$ cat config.mk
export PLATFORM = sky130hd
export DESIGN_NAME = window_line_buffer_flat
export DESIGN_NICKNAME = d
export VERILOG_FILES = /design/src/rtl/window_line_buffer_if.sv /design/src/rtl/window_line_buffer.sv /design/src/flat_wrapper.sv
export SDC_FILE = /design/constraint.sdc
export NUM_CORES = 1
export LEC_CHECK = 0
export BUFFER_PORTS_ARGS = -buffer_cell sky130_fd_sc_hd__buf_2
export CORE_MARGIN = 1.5
export CORE_UTILIZATION = 45
export DETAILED_ROUTE_END_ITERATION = 10
export PLACE_DENSITY = 0.65
export SLEW_MARGIN = 20
export SYNTH_ARGS = -nofsm -noshare
export SYNTH_HDL_FRONTEND = slang
export SYNTH_SLANG_ARGS = --single-unit
$ cat constraint.sdc
create_clock -name clk -period 7.8 [get_ports clk]
set_clock_uncertainty 0.1 [all_clocks]
set_input_delay 1.17 -clock clk [delete_from_list [all_inputs] [get_ports clk]]
set_output_delay 1.17 -clock clk [all_outputs]
set_load 0.005 [all_outputs]
$ cat src/rtl/window_line_buffer_if.sv
// window_line_buffer_if: pixel-in / window-out handshake bundle for the sliding-window generator
interface window_line_buffer_if #(
   parameter int DW = 16,
   parameter int K  = 5,
   parameter int RW = 3,
   parameter int CW = 3
);
   logic                in_valid;
   logic                in_ready;
   logic [DW-1:0]       in_pixel;
   logic                win_valid;
   logic                win_ready;
   logic [K*K*DW-1:0]   win_data;
   logic [RW-1:0]       win_row;
   logic [CW-1:0]       win_col;
   logic                frame_done;
   modport master (output in_valid, in_pixel, win_ready,
                   input  in_ready, win_valid, win_data, win_row, win_col, frame_done);
   modport slave  (input  in_valid, in_pixel, win_ready,
                   output in_ready, win_valid, win_data, win_row, win_col, frame_done);
endinterface

$ cat src/rtl/window_line_buffer.sv
// window_line_buffer: raster-stream K x K sliding-window generator built on K-1 line buffers
module window_line_buffer #(
   parameter int IMG_W = 8,
   parameter int IMG_H = 8,
   parameter int K     = 5,
   parameter int DW    = 16
) (
   input  logic clk,
   input  logic rst_n,
   input  logic clear,
   window_line_buffer_if.slave bus
);
   localparam int RW = $clog2(IMG_H);
   localparam int CW = $clog2(IMG_W);
   logic [RW-1:0] row;
   logic [CW-1:0] col;
   logic [DW-1:0] lb  [K-1][IMG_W];
   logic [DW-1:0] win [K][K];
   logic [DW-1:0] vec [K];
   logic acc, emit, col_last;
   assign bus.in_ready   = !bus.win_valid | bus.win_ready;
   assign acc            = bus.in_valid & bus.in_ready & !clear;
   assign emit           = acc && row >= RW'(K-1) && col >= CW'(K-1);
   assign col_last       = col == CW'(IMG_W-1);
   assign bus.frame_done = bus.win_valid & bus.win_ready & !clear &
                           bus.win_row == RW'(IMG_H-1) & bus.win_col == CW'(IMG_W-1);
   // new column vector: oldest buffered row on top, incoming pixel at the bottom
   always_comb begin
      for (int r = 0; r < K-1; r++) vec[r] = lb[K-2-r][col];
      vec[K-1] = bus.in_pixel;
   end
   // line buffers shift down one row at the accepted column; contents need no reset
   always_ff @(posedge clk) begin
      if (acc) begin
         for (int i = K-2; i > 0; i--) lb[i][col] <= lb[i-1][col];
         lb[0][col] <= bus.in_pixel;
      end
   end
   // window array shifts left and takes the new column on the right
   always_ff @(posedge clk or negedge rst_n) begin
      if (!rst_n) begin
         for (int r = 0; r < K; r++)
            for (int c = 0; c < K; c++) win[r][c] <= '0;
      end else if (acc) begin
         for (int r = 0; r < K; r++) begin
            for (int c = 0; c < K-1; c++) win[r][c] <= win[r][c+1];
            win[r][K-1] <= vec[r];
         end
      end
   end
   // raster counters and the single output register stage
   always_ff @(posedge clk or negedge rst_n) begin
      if (!rst_n) begin
         row           <= '0;
         col           <= '0;
         bus.win_valid <= 1'b0;
         bus.win_row   <= '0;
         bus.win_col   <= '0;
      end else if (clear) begin
         row           <= '0;
         col           <= '0;
         bus.win_valid <= 1'b0;
      end else if (acc) begin
         col           <= col_last ? '0 : col + 1'b1;
         if (col_last) row <= (row == RW'(IMG_H-1)) ? '0 : row + 1'b1;
         bus.win_valid <= emit;
         if (emit) begin
            bus.win_row <= row;
            bus.win_col <= col;
         end
      end else if (bus.win_ready) begin
         bus.win_valid <= 1'b0;
      end
   end
   // flatten window[r][c] into the bus, row-major
   always_comb begin
      bus.win_data = '0;
      for (int r = 0; r < K; r++)
         for (int c = 0; c < K; c++) bus.win_data[(r*K+c)*DW +: DW] = win[r][c];
   end
   // a held window must not move until downstream takes it
   a_hold_stable: assert property (@(posedge clk) disable iff (!rst_n)
      bus.win_valid && !bus.win_ready |=> $stable(bus.win_data));
endmodule
$ cat src/flat_wrapper.sv
// flat-port wrapper written by rule: the top's interface ports become plain ports
module window_line_buffer_flat 
#(
   parameter int IMG_W = 8,
   parameter int IMG_H = 8,
   parameter int K     = 5,
   parameter int DW    = 16
)
  (clk, rst_n, clear, bus_in_valid, bus_in_pixel, bus_win_ready, bus_in_ready, bus_win_valid, bus_win_data, bus_win_row, bus_win_col, bus_frame_done);
  window_line_buffer_if #(.DW(DW), .K(K)) bus_i ();
  input  logic clk;
  input  logic rst_n;
  input  logic clear;
  input wire logic [$bits(bus_i.in_valid)-1:0] bus_in_valid;
  input wire logic [$bits(bus_i.in_pixel)-1:0] bus_in_pixel;
  input wire logic [$bits(bus_i.win_ready)-1:0] bus_win_ready;
  output wire logic [$bits(bus_i.in_ready)-1:0] bus_in_ready;
  output wire logic [$bits(bus_i.win_valid)-1:0] bus_win_valid;
  output wire logic [$bits(bus_i.win_data)-1:0] bus_win_data;
  output wire logic [$bits(bus_i.win_row)-1:0] bus_win_row;
  output wire logic [$bits(bus_i.win_col)-1:0] bus_win_col;
  output wire logic [$bits(bus_i.frame_done)-1:0] bus_frame_done;
  assign bus_i.in_valid = bus_in_valid;
  assign bus_i.in_pixel = bus_in_pixel;
  assign bus_i.win_ready = bus_win_ready;
  assign bus_in_ready = bus_i.in_ready;
  assign bus_win_valid = bus_i.win_valid;
  assign bus_win_data = bus_i.win_data;
  assign bus_win_row = bus_i.win_row;
  assign bus_win_col = bus_i.win_col;
  assign bus_frame_done = bus_i.frame_done;
  window_line_buffer #(.IMG_W(IMG_W), .IMG_H(IMG_H), .K(K), .DW(DW)) u_core (.clk(clk), .rst_n(rst_n), .clear(clear), .bus(bus_i));
endmodule
==> results.md, run 1 <==
Synthesis:
- For this run, the leading register cell type out of synthesis is sky130_fd_sc_hd__edfxtp_1.
- The fraction of registers with async set/reset is 44.6%.
- The sequential cell area fraction in the yosys report is 73.5%.
- After technology mapping, the gate count stands at 2,634.
- After synthesis, the mean cell area works out to 13.3 µm².
- The Yosys step of the flow raised 0 warnings.
- The flip-flop and latch count after synthesis is 925.
- Counting every net in the synthesized netlist gives 2,659.
- The area of the mapped netlist is 0.0350 mm².
- The number of unique standard cell types used by synthesis is 48.
- The number of enable-type register cells in the synthesized netlist is 512.

Layout:
- The library cells used most frequently in the layout, excluding fill and tap cells, are sky130_fd_sc_hd__nand2_1 (1,160), sky130_fd_sc_hd__edfxtp_1 (512), sky130_fd_sc_hd__buf_2 (428), sky130_fd_sc_hd__dfrtp_1 (410), sky130_fd_sc_hd__clkbuf_16 (97).
- The post-layout net count is 3,072.
- The footprint of the multi-input gates is 0.00848 mm².
- In the final layout, the share of cells above drive strength 1 is 23.7%.
- The layout has 6,355 filler cells.
- The library cell used most frequently in the layout, excluding fill and tap cells, is sky130_fd_sc_hd__nand2_1.
- Relative to the synthesized area, the layout overhead comes to 17.8%.
- The combined flip-flop and latch cell area is 0.0257 mm².

Place:
- Before CTS, the worst setup slack after placement is 3.41 ns.
- At the end of routability-driven placement, the weighted congestion stood at 0.804.
- The number of buffer cells added on primary ports is 429.
- Summed over all nets, the half-perimeter wirelength after detailed placement is 53,700 µm.

Detailed routing:
- The detailed router placed 21,800 vias in this run.
- Signal routing reaches up to met4.
- Once detail routing completed, the nets flagged for antenna violations numbered 0.
- The met2 wire length is 43,500 µm.
- The initial DRC count is 1,722.
- The routed wire length per instance is 20.8 µm.
- In the detailed route, the total length drawn on met3 is 5350 µm.
- The ratio of routed vias to standard cells is 5.24.
- Before antenna repair, the detailed router went through 5 iterations.
- In the routed design, unresolved DRC markers number 0.
- In the final routing, the length of wire on met1 measures 35,500 µm.
- The final layout contains routed wiring with a total length of 86,800 µm.

Critical path:
- Data on the critical path is required at its endpoint by 8.28 ns.
- The cell count of the worst reg-to-reg path is 6.
- The endpoint class of the critical path is a register.
- Counting both buffers and inverters, the worst setup path holds a total of 2.
- On the critical path, the stage with the largest delay is an instance of sky130_fd_sc_hd__nor2b_2.
- The worst setup path category is register to register.
- At the worst endpoint, the arrival time is 4.78 ns.
- In this design, the critical path's most frequently occurring cell is sky130_fd_sc_hd__buf_4.
- For this run, the slowest stage of the critical path takes 1.01 ns.
- The maximum fanout along the worst path is 43.
- For flop-to-flop paths, the worst setup slack is 3.51 ns.
- The startpoint kind of the worst setup timing path is a register.
- Grouping stages by cell kind, the critical path spends the most delay in buffers and inverters.
- The worst register-to-register path begins at u_core.col[0].
- Traced cell by cell, the critical path runs through buf_4 > buf_4 > nor2b_2 > a221oi_1 > o21ai_2 > mux2_2.
- In this run the critical register-to-register path is captured at u_core.bus.win_data[233].

Timing:
- The clock period minus final worst setup slack is 4.29 ns.
- In this run the tightest slew margin relative to its limit is 25.6%.
- The setup slack of the critical path after layout is 3.51 ns.
- Dividing the final minimum period by the clock period gives 55.1%.
- The transition time at the pin with the least slew margin is 1.12 ns.
- The count of final setup violators is 0.
- The final hold violation count is 0.
- The maximum frequency from static timing analysis is 233 MHz.
- Setup repair after global routing left no endpoint under its margin.
- Hold is met by 0.366 ns.
- The total negative slack is 0 ns.
- The number of pins exceeding their max-slew limit in the final report came to 0.

Clocking:
- After clock tree synthesis, the clock-pin slew on the worst setup and hold paths is 0.06 ns.
- The H-tree generated during clock tree synthesis spans 3 levels.
- In this run the clock root is driven by a sky130_fd_sc_hd__clkbuf_16.
- The number of setup buffers added after CTS is 0.
- The count of hold-fix buffers inserted at cts is 0.
- TritonCTS built the clock tree.
- In this run, post-CTS repair resized a total of 0 instances.
- Counting the buffers created by CTS gives 95.
- The clock reaches the later pin of the worst-skew pair after 0.66 ns.
- For this design, the sink count on the clock tree is 925.
- The maximum number of buffers from clock root to sink is 3.

Worst hold path:
- The terminating pin of the worst hold path is u_core.bus.win_data[161].
- The hold path startpoint is u_core.bus.win_data[161].
- The worst hold path was traced through 2 stages.
- The tightest min-delay check is of the register to register type.

Floorplan:
- The total core area is 0.0772 mm².
- The initial standard-cell utilization of the core is 45.3%.
- The floorplan step set the die height to 282 µm.
- The number of rows created at floorplan is 102.
- The die footprint is 0.0794 mm².
- In this run the count of I/O pins placed on the die edge is 430.
- From left edge to right edge, the die measures 282 µm.

GRT:
- The via count of the first global-routing pass is 21,300.
- The leftover overflow at the end of global routing is 0.
- The number of antenna violations at the first check in global routing is 3.
- The total routing resource utilization after global routing is 21.5%.
- The wire length of the first global-routing pass is 130,000 µm.
- Entering global routing, the biggest net connects 199 pins.

Power:
- The worst-case IR drop observed on VDD is 0.177 mV.
- The cell leakage power is 17.9 nW.
- The power density over cell area is 288 mW/mm².

Flow run:
- The total of max-cap violations is 0.

Outcome:
- The run finished with clean final reports.
## metal layers
metal	GRT usage [%]	vias to the layer above
met3	4.09	160
li1	-	9918
met4	7.55	0
met5	0	-
met1	28.2	11000
met2	36.0	729
## through the flow
stage	instance area (µm²)	cells	util, %	power (mW)
floorplan	35000	2634	-	6.64
global placement	37900	3987	49.1	7.41
detailed placement	37900	3987	49.1	7.46
CTS	41100	4164	53.2	12.0
global route	41200	4170	53.4	12.4
finish	41200	4171	53.4	11.9
## power breakdown
group	switching [mW]	leakage, nW	internal [mW]
clock network	1.89	1.55	2.64
registers	0.398	9.80	5.66
logic	0.766	6.58	0.528
## logic make-up (layout without fill, tap and decap cells)
logic type / Yosys count / count (layout) / share of synthesized area [%]
AND/OR/NAND/NOR: 1280 / 1280 / 14.1
flip-flops: 925 / 925 / 73.5
AO/OA/AOI/OAI: 159 / 159 / 3.42
buffers and inverters: 156 / 649 / 2.42
multiplexers: 110 / 110 / 6.38
adder cells (fa/ha/maj): 4 / 4 / 0.143
other: 0 / 4 / 0
## flip-flops by register name (all words and copies together), names as in the netlist
signal                cells
u_core.lb               512
u_core.bus.win_data     400
u_core.bus.win_col        3
u_core.bus.win_row        3
u_core.col                3
u_core.row                3
u_core.bus.win_valid      1
## worst max path at each step
stage,startpoint,end,slack [ns],cells after the start
after floorplan,clear,u_core.lb[0][0],0.95,5
after CTS,u_core.col[0],u_core.bus.win_data[308],3.40,6
after global placement,u_core.col[0],u_core.bus.win_data[316],3.53,6
after detailed placement,u_core.col[0],u_core.bus.win_data[233],3.41,6
after global routing,u_core.col[0],u_core.bus.win_data[233],3.15,6
final,u_core.col[0],u_core.bus.win_data[233],3.51,6
## cell type report
cell class                 instances  area share, %
clock buffer                     143           6.71
clock inverter                    34          0.984
sequential                       925           62.4
antenna                            4         0.0243
inverter                          11          0.100
timing repair buffer             461           6.02
tap                             1040           3.16
multi-input combinational       1553           20.6
## synth_stat cells (7+ instances only)
library cell / number / area [µm²]
sky130_fd_sc_hd__edfxtp_1: 512 / 15400
sky130_fd_sc_hd__nor2_1: 70 / 263
sky130_fd_sc_hd__nand2b_1: 19 / 119
sky130_fd_sc_hd__mux2_2: 8 / 90.1
sky130_fd_sc_hd__clkbuf_1: 41 / 154
sky130_fd_sc_hd__o21ai_0: 9 / 45.0
sky130_fd_sc_hd__o21ai_2: 8 / 70.1
sky130_fd_sc_hd__a221oi_1: 20 / 175
sky130_fd_sc_hd__mux4_2: 88 / 1980
sky130_fd_sc_hd__mux2i_1: 10 / 100
sky130_fd_sc_hd__buf_6: 18 / 203
sky130_fd_sc_hd__a21o_1: 9 / 67.6
sky130_fd_sc_hd__o32ai_1: 9 / 78.8
sky130_fd_sc_hd__a221o_1: 9 / 90.1
sky130_fd_sc_hd__a21oi_1: 14 / 70.1
sky130_fd_sc_hd__nand2_1: 1160 / 4350
sky130_fd_sc_hd__a41oi_1: 7 / 61.3
sky130_fd_sc_hd__buf_2: 74 / 370
sky130_fd_sc_hd__a211oi_1: 9 / 67.6
sky130_fd_sc_hd__inv_1: 9 / 33.8
sky130_fd_sc_hd__a31oi_1: 40 / 250
sky130_fd_sc_hd__nor3_1: 7 / 35.0
sky130_fd_sc_hd__dfrtp_1: 413 / 10300
sky130_fd_sc_hd__a22o_1: 7 / 61.3
sky130_fd_sc_hd__a22oi_1: 14 / 105
sky130_fd_sc_hd__buf_4: 9 / 67.6
## worst min-delay path, delay by kind of cell, from the launching register on
family | cells | cell delay (ns)
and+or+nand+nor | 2 | 0.10
DFF | 1 | 0.33
(Power assumes the default switching activity.)
==> run 2, diff against run 1 <==
Clock period 7.8 ns to 4.2 ns, I/O delays scaled along.
==> run 2 against run 1 <==
Against the previous run: sequential power is 85% higher; largest power group unchanged; via count hardly changed; combinational power rose by 90%.
==> results.md, run 2 (synthesized netlist as in run 1, its figures left out) <==
Layout:
- The final core area utilization is 53.6% (was 53.4%).
- Most used cells in the layout excluding fill and tap cells: sky130_fd_sc_hd__nand2_1 (1,160), sky130_fd_sc_hd__edfxtp_1 (512), sky130_fd_sc_hd__buf_2 (428), sky130_fd_sc_hd__dfrtp_1 (410), sky130_fd_sc_hd__clkbuf_16 (96) (was sky130_fd_sc_hd__nand2_1 (1,160), sky130_fd_sc_hd__edfxtp_1 (512), sky130_fd_sc_hd__buf_2 (428), sky130_fd_sc_hd__dfrtp_1 (410), sky130_fd_sc_hd__clkbuf_16 (97)).
- The summed area of non-filler cells in the final layout is 0.0414 mm² (was 0.0412 mm²).
- The area added between synthesis and finish is 18.3% (was 17.8%).
- The largest register by flop count is u_core.lb (unchanged).
- The flip-flop count of the largest register, all copies and words added came to 512 (unchanged).
- The share of cells above drive strength 1 was 23.7% (about the same).
- The post-layout net count is 3,082 (was 3,072).
- The most common library cell in the layout ignoring fill and taps is sky130_fd_sc_hd__nand2_1 (unchanged).

Timing:
- Setup repair after global routing missed its margin: false (unchanged).
- The number of pins exceeding their max-slew limit in the final report came to 0 (unchanged).
- The maximum frequency from static timing analysis is 356 MHz (was 233 MHz).
- The worst slew margin relative to its limit is 39.6% (was 25.6%).
- The final hold violation count is 0 (unchanged).
- The total negative slack was 0 ns (unchanged).
- The clock period minus final worst setup slack came to 2.81 ns (was 4.29 ns).
- The transition time at the pin with the least slew margin is 0.906 ns (was 1.12 ns).
- The count of final setup violators is 0 (unchanged).
- The final-layout worst hold slack is 0.0941 ns (was 0.366 ns).
- The final critical-path share of the clock period is 66.8% (was 55.1%).

GRT:
- The via count of the first global-routing pass is 21,300 (about the same).
- The wire length of the first global-routing pass came to 130,000 µm (about the same).
- The total routing resource utilization after global routing is 21.5% (about the same).
- The leftover overflow at the end of global routing came to 0 (unchanged).
- The number of antenna violations at the first check in global routing is 4 (was 3).
- The pin count of the biggest net entering global routing is 153 (was 199).

Critical path:
- The endpoint class of the critical path is a register (unchanged).
- The cell count of the worst reg-to-reg path is 3 (was 6).
- The worst setup path category is register to register (unchanged).
- The startpoint kind of the worst setup timing path is a register (unchanged).
- The signal arrival time at the worst endpoint came to 3.00 ns (was 4.78 ns).
- The data required time of the critical path is 4.40 ns (was 8.28 ns).
- The maximum fanout along the worst path is 55 (was 43).

Place:
- The global placer's final weighted congestion is 0.817 (was 0.804).
- The number of buffer cells added on primary ports is 429 (unchanged).
- The area after detailed placement is 0.0383 mm² (was 0.0379 mm²).
- The estimated wirelength of the detail-placed design came to 54,100 µm (was 53,700 µm).

Detailed routing:
- The number of remaining DRC errors is 0 (unchanged).
- The ratio of routed vias to standard cells came to 5.23 (was 5.24).
- The initial DRC count is 1,583 (was 1,722).
- The wire length after detailed routing was 86,500 µm (was 86,800 µm).
- The overall via count from detail_route is 21,800 (about the same).
- The number of nets with antenna violations after detailed routing is 0 (unchanged).
- The routed wire length per instance is 20.7 µm (was 20.8 µm).
- The number of optimization iterations in the first detailed-route pass is 8 (was 5).

Floorplan:
- The number of rows created at floorplan is 102 (unchanged).
- The number of I/O pins is 430 (unchanged).
- The total core area is 0.0772 mm² (unchanged).
- The initial standard-cell utilization of the core is 45.3% (unchanged).
- The die footprint was 0.0794 mm² (unchanged).
- The horizontal die dimension was 282 µm (unchanged).
- The overall die height was 282 µm (unchanged).

Clocking:
- The count of hold-fix buffers inserted at cts was 1 (was 0).
- The deepest level of the CTS H-tree was 3 (unchanged).
- The total CTS buffers is 96 (was 95).
- The maximum number of buffers from clock root to sink was 3 (unchanged).
- The CTS tree was built (unchanged).
- The number of setup buffers added after CTS is 0 (unchanged).
- The number of clock sinks came to 925 (unchanged).
- The number of cells upsized or downsized after cts came to 0 (unchanged).
- The clock tree root buffer cell was sky130_fd_sc_hd__clkbuf_16 (unchanged).
- The clock insertion delay at the later pin of the skew report came to 0.67 ns (was 0.66 ns).
- The clock-pin slew reported for the worst setup and hold paths after clock tree synthesis is 0.06 ns (about the same).

Worst hold path:
- The number of stages on the worst hold path is 2 (unchanged).
- The type of the worst min-delay path is primary input to register (was register to register).

Flow run:
- The total of max-cap violations was 0 (unchanged).

Power:
- The power density over cell area came to 531 mW/mm² (was 288 mW/mm²).
- The cell leakage power was 18.0 nW (was 17.9 nW).
- The largest vdd supply drop is 0.348 mV (was 0.177 mV).

Outcome:
- Run status: complete, no violations (unchanged).
## run 2: cell count changes in the layout (fill, tap and decap cells not counted), moves of 2 or more
cell                       change
sky130_fd_sc_hd__clkbuf_8      -3
sky130_fd_sc_hd__nor2b_2       -2
sky130_fd_sc_hd__buf_4         -6
sky130_fd_sc_hd__clkinv_8      +2
sky130_fd_sc_hd__buf_12       +17
sky130_fd_sc_hd__nor3_2        -4
sky130_fd_sc_hd__nor2b_1       +2
sky130_fd_sc_hd__buf_16        -3
sky130_fd_sc_hd__clkinv_1      +3
sky130_fd_sc_hd__clkbuf_1      +2
sky130_fd_sc_hd__diode_2       -3
sky130_fd_sc_hd__nor3_4        +4
## run 2: per-stage QoR
step | total power [mW] | setup slack [ns] | instances
6_report | 21.9 | 1.39 | 4177
3_5_place_dp | 13.9 | 1.14 | 3998
3_3_place_gp | 13.8 | 1.21 | 3998
4_1_cts | 22.1 | 1.38 | 4176
2_1_floorplan | 12.3 | -0.199 | 2634
5_1_grt | 22.9 | 1.20 | 4177
## run 2: cell type report
type	count	area [µm²]
diodes	1	2.50
clock buffers	140	2700
clock inverters	37	402
fillers	6372	35800
inverters	11	41.3
multi-input cells	1553	8500
flip-flops and latches	925	25700
well taps	1040	1300
repair buffers	470	2710
## run 2: where the power goes
part | internal [mW] | switching, mW
Clock | 4.74 | 3.52
Sequential | 10.5 | 0.726
Combinational | 1.00 | 1.45
Total | 16.3 | 5.69
## run 2: worst max-delay path, stage by stage, from the launching register on
cell,delay [ns]
sky130_fd_sc_hd__dfrtp_2,0.66
sky130_fd_sc_hd__nand2_1,0.53
sky130_fd_sc_hd__nor3_4,0.69
sky130_fd_sc_hd__buf_12,0.42
## run 2: per-layer routing
layer	global-route usage, %	wire length (µm)	vias to the layer above
met5	0	27	-
li1	-	-	9937
met3	4.02	5270	156
met1	28.2	35300	11000
met4	8.11	2800	4
met2	35.6	43000	721
## run 2: final timing paths
| kind | from | to | slack (ns) |
|---|---|---|---|
| setup / recovery | u_core.col[1] | u_core.lb[0][0] | 1.39 |
| hold / removal | bus_win_ready | u_core.bus.win_valid | 0.09 |
| setup reg to reg | u_core.col[1] | u_core.lb[0][0] | 1.39 |
| hold reg to reg | u_core.bus.win_data[14] | u_core.bus.win_data[14] | 0.37 |
| max in group asynchronous | rst_n | u_core.bus.win_data[166] | 2.40 |
| min in group asynchronous | rst_n | u_core.bus.win_data[92] | 0.56 |
==> run 3, diff against run 2 <==
Settings changed: ABC_AREA set to 1.
Clock period 4.2 ns to 2.6 ns, I/O delays scaled along.
==> run 3 against run 2 <==
Against the previous run: total power rose by 71%; sequential power up 64%; via count grew 17%; non-clock buffer count up 49; clock power rose by 67%; die area grew 3.9%; worst setup slack worse by 1.1 ns; combinational power up 120%; hold slack got worse by 0.060 ns; sequential share of layout area fell by 2.8 points; synthesized cell count rose by 31%; critical endpoint is now u_core.lb[1][20]; highest routed layer unchanged.
==> results.md, run 3 <==
Timing:
- The maximum frequency from static timing analysis was 435 MHz (was 356 MHz).
- The final hold violation count is 0 (unchanged).
- The final-layout worst hold slack is 0.0343 ns (was 0.0941 ns).
- Setup repair after global routing missed its margin: false (unchanged).
- The clock period minus final worst setup slack is 2.30 ns (was 2.81 ns).
- The count of final setup violators is 0 (unchanged).
- The number of pins exceeding their max-slew limit in the final report is 0 (unchanged).
- The worst slew margin relative to its limit is 43.9% (was 39.6%).
- The final critical-path share of the clock period is 88.3% (was 66.8%).
- The transition time at the pin with the least slew margin was 0.842 ns (was 0.906 ns).

Outcome:
- Run status: complete, no violations (unchanged).

Critical path:
- The startpoint kind of the worst setup timing path is a register (unchanged).
- The signal arrival time at the worst endpoint is 2.43 ns (was 3.00 ns).
- The maximum fanout along the worst path is 19 (was 55).
- The cell with the biggest individual delay on the critical path is sky130_fd_sc_hd__dfrtp_4 (was sky130_fd_sc_hd__nor3_4).
- The data required time of the critical path was 2.73 ns (was 4.40 ns).
- The endpoint class of the critical path was a register (unchanged).
- The kind of cell adding the most delay to the critical path is buffers and inverters (was simple AND/OR/NAND/NOR gates).
- CP cell instances: clkinv_2 > buf_12 > nand2_1 > nand2_1 > nand2_1 > nand2_1 (was nand2_1 > nor3_4 > buf_12).
- The sum of buffers and inverters on the critical path came to 2 (was 1).
- The delay contributed by the slowest stage of the critical path is 0.46 ns (was 0.69 ns).
- In this design, the critical path's most frequently occurring cell is sky130_fd_sc_hd__nand2_1.
- The worst setup path category is register to register (unchanged).

Detailed routing:
- The wire length after detailed routing was 96,700 µm (was 86,500 µm).
- The ratio of routed vias to standard cells is 5.11 (was 5.23).
- The initial DRC count came to 2,309 (was 1,583).
- The number of nets with antenna violations after detailed routing is 0 (unchanged).
- The overall via count from detail_route came to 25,500 (was 21,800).
- The routed wire length per instance is 19.4 µm (was 20.7 µm).
- The number of remaining DRC errors is 0 (unchanged).
- The number of optimization iterations in the first detailed-route pass is 8 (unchanged).

Synthesis:
- The fraction of the mapped netlist area in compound gates came to 4.57% (was 3.42%).
- The total number of yosys warnings is 0 (unchanged).
- The sequential cell area fraction in the yosys report is 70.7% (was 73.5%).
- The synthesized instance count is 3,448 (was 2,634).
- The dominant cell by count in the synthesized netlist was sky130_fd_sc_hd__nand2_1 (unchanged).
- The area share of and/or/nand/nor cells after synthesis is 19.8% (was 14.1%).
- The fraction of registers with async set/reset is 44.6% (unchanged).
- The adder-cell share of the synthesized area is 0.138% (was 0.143%).
- The dominant combinational cell family by area after synthesis was simple AND/OR/NAND/NOR gates (unchanged).
- The post-synth net total is 3,473 (was 2,659).
- The average instance area after synthesis is 10.5 µm² (was 13.3 µm²).
- The flip-flop and latch count after synthesis is 925 (unchanged).
- The most used flip-flop cell after synthesis was sky130_fd_sc_hd__edfxtp_1 (unchanged).
- The area of the mapped netlist is 0.0364 mm² (was 0.0350 mm²).
- The multiplexer share of the synthesized area is 0% (was 6.38%).
- The number of unique standard cell types used by synthesis is 22 (was 48).
- The cell taking the most area after synthesis was sky130_fd_sc_hd__edfxtp_1 (unchanged).
- The share of the synthesized netlist area taken by xor and xnor gates came to 0% (unchanged).
- The number of enable-type register cells in the synthesized netlist is 512 (unchanged).
- Most frequent cells after synthesis: sky130_fd_sc_hd__nand2_1 (1,571), sky130_fd_sc_hd__edfxtp_1 (512), sky130_fd_sc_hd__dfrtp_1 (413) (was sky130_fd_sc_hd__nand2_1 (1,160), sky130_fd_sc_hd__edfxtp_1 (512), sky130_fd_sc_hd__dfrtp_1 (413)).
- Biggest area contributors in the synthesized netlist: sky130_fd_sc_hd__edfxtp_1 (42%), sky130_fd_sc_hd__dfrtp_1 (28%), sky130_fd_sc_hd__nand2_1 (16%) (was sky130_fd_sc_hd__edfxtp_1 (44%), sky130_fd_sc_hd__dfrtp_1 (30%), sky130_fd_sc_hd__nand2_1 (12%)).
- The area share of the largest cell type after synthesis is 42.3% (was 43.9%).

Floorplan:
- The die footprint is 0.0825 mm² (was 0.0794 mm²).
- The horizontal die dimension is 287 µm (was 282 µm).
- The number of rows created at floorplan is 104 (was 102).
- The number of I/O pins was 430 (unchanged).
- The total core area is 0.0803 mm² (was 0.0772 mm²).
- The overall die height came to 287 µm (was 282 µm).
- The initial standard-cell utilization of the core came to 45.3% (about the same).

Place:
- The number of buffer cells added on primary ports was 429 (unchanged).
- The estimated wirelength of the detail-placed design is 59,700 µm (was 54,100 µm).
- The area after detailed placement is 0.0399 mm² (was 0.0383 mm²).
- The global placer's final weighted congestion is 0.889 (was 0.817).

Power:
- The largest vdd supply drop came to 0.552 mV (was 0.348 mV).
- The cell leakage power is 19.7 nW (was 18.0 nW).
- The power density over cell area is 868 mW/mm² (was 531 mW/mm²).

Clocking:
- The CTS tree is built (unchanged).
- The clock tree root buffer cell is sky130_fd_sc_hd__clkbuf_16 (unchanged).
- The deepest level of the CTS H-tree is 3 (unchanged).
- The number of setup buffers added after CTS is 0 (unchanged).
- The clock-pin slew reported for the worst setup and hold paths after clock tree synthesis was 0.06 ns (about the same).
- The maximum number of buffers from clock root to sink is 3 (unchanged).
- The clock insertion delay at the later pin of the skew report came to 0.66 ns (was 0.67 ns).
- The total CTS buffers is 95 (was 96).
- The number of cells upsized or downsized after cts is 0 (unchanged).
- The number of clock sinks is 925 (unchanged).
- The count of hold-fix buffers inserted at cts was 17 (was 1).

Layout:
- The area added between synthesis and finish is 19.0% (was 18.3%).
- The fill cell total of the finished layout is 6,929 (was 6,372).
- Most used cells in the layout excluding fill and tap cells: sky130_fd_sc_hd__nand2_1 (1,571), sky130_fd_sc_hd__edfxtp_1 (512), sky130_fd_sc_hd__buf_2 (428), sky130_fd_sc_hd__dfrtp_1 (410), sky130_fd_sc_hd__o21ai_0 (330) (was sky130_fd_sc_hd__nand2_1 (1,160), sky130_fd_sc_hd__edfxtp_1 (512), sky130_fd_sc_hd__buf_2 (428), sky130_fd_sc_hd__dfrtp_1 (410), sky130_fd_sc_hd__clkbuf_16 (96)).
- The flip-flop count of the largest register, all copies and words added is 512 (unchanged).
- The most common library cell in the layout ignoring fill and taps is sky130_fd_sc_hd__nand2_1 (unchanged).
- The share of cells above drive strength 1 came to 17.0% (was 23.7%).
- The summed area of non-filler cells in the final layout is 0.0433 mm² (was 0.0414 mm²).
- The largest register by flop count is u_core.lb (unchanged).
- The post-layout net count came to 3,883 (was 3,082).

Worst hold path:
- The type of the worst min-delay path is primary input to register (unchanged).

GRT:
- The wire length of the first global-routing pass came to 147,000 µm (was 130,000 µm).
- The pin count of the biggest net entering global routing came to 157 (was 153).
- The total routing resource utilization after global routing is 23.2% (was 21.5%).
- The leftover overflow at the end of global routing is 0 (unchanged).
- The number of antenna violations at the first check in global routing is 1 (was 4).
- The via count of the first global-routing pass is 24,000 (was 21,300).

Flow run:
- The total of max-cap violations is 0 (unchanged).
run 3: changes by cell type after synthesis, sizes merged, moves of 23 or more:
cell / change
nand2: +413
o21ai: +315
inv: +163
nand4: +89
mux4: -88
nand3: +83
buf: +63
a31oi: -40
nor2: -24
a221oi: -23
run 3: layout make-up:
type	instances	area [µm²]	share of cell area, %
sequential	925	25700	59.4
multi-input combinational	2143	8990	20.8
timing repair buffer	519	3360	7.77
clock buffer	132	2750	6.36
tap	1060	1330	3.06
inverter	174	672	1.55
clock inverter	45	470	1.09
antenna	1	2.50	0.00578
run 3: power breakdown:
| part | leakage (nW) | internal (mW) | switching [mW] |
|---|---|---|---|
| logic | 8.16 | 1.92 | 3.53 |
| clock network | 1.59 | 8.04 | 5.71 |
| registers | 9.97 | 17.3 | 1.11 |
run 3: metrics by stage:
stage	power [mW]	setup TNS (ns)	util [%]	cells	setup slack (ns)
floorplan	21.0	-544.17	-	3448	-1.06
global placement	24.0	0	49.7	4804	0.348
detailed placement	24.1	0	49.7	4804	0.358
CTS	37.8	0	53.9	4998	0.233
global route	39.2	0	53.9	4998	0.196
finish	37.6	0	53.9	4999	0.303
run 3: cell families (layout without fill, tap and decap cells):
kind of cell | after synthesis | after routing
AOI/OAI and AO/OA | 332 | 332
adders and majority gates | 4 | 4
DFF | 925 | 925
buffers and inverters | 380 | 870
and+or+nand+nor | 1807 | 1807
other | 0 | 1
run 3: worst paths after layout:
check                                            to                      from  depth (start not counted)  slack [ns]
setup / recovery                   u_core.lb[1][20]             u_core.col[1]                          6        0.30
hold / removal             u_core.bus.win_data[397]          bus_in_pixel[13]                          3        0.03
setup reg to reg                   u_core.lb[1][20]             u_core.col[1]                          6        0.30
hold reg to reg            u_core.bus.win_data[333]  u_core.bus.win_data[333]                          2        0.37
max in group asynchronous  u_core.bus.win_data[221]                     rst_n                          3        1.33
min in group asynchronous  u_core.bus.win_data[246]                     rst_n                          2        0.21
run 3: metal layers:
| metal | wire length, µm | global-route usage [%] |
|---|---|---|
| met5 | 13 | 0 |
| met4 | 2990 | 8.05 |
| met3 | 6920 | 3.96 |
| met2 | 45100 | 36.9 |
| met1 | 41700 | 32.4 |
run 3: worst min-delay path, cell delays in order:
cell and delay, ns:
sky130_fd_sc_hd__buf_2 0.18, sky130_fd_sc_hd__nand2_1 0.10, sky130_fd_sc_hd__o21ai_0 0.07
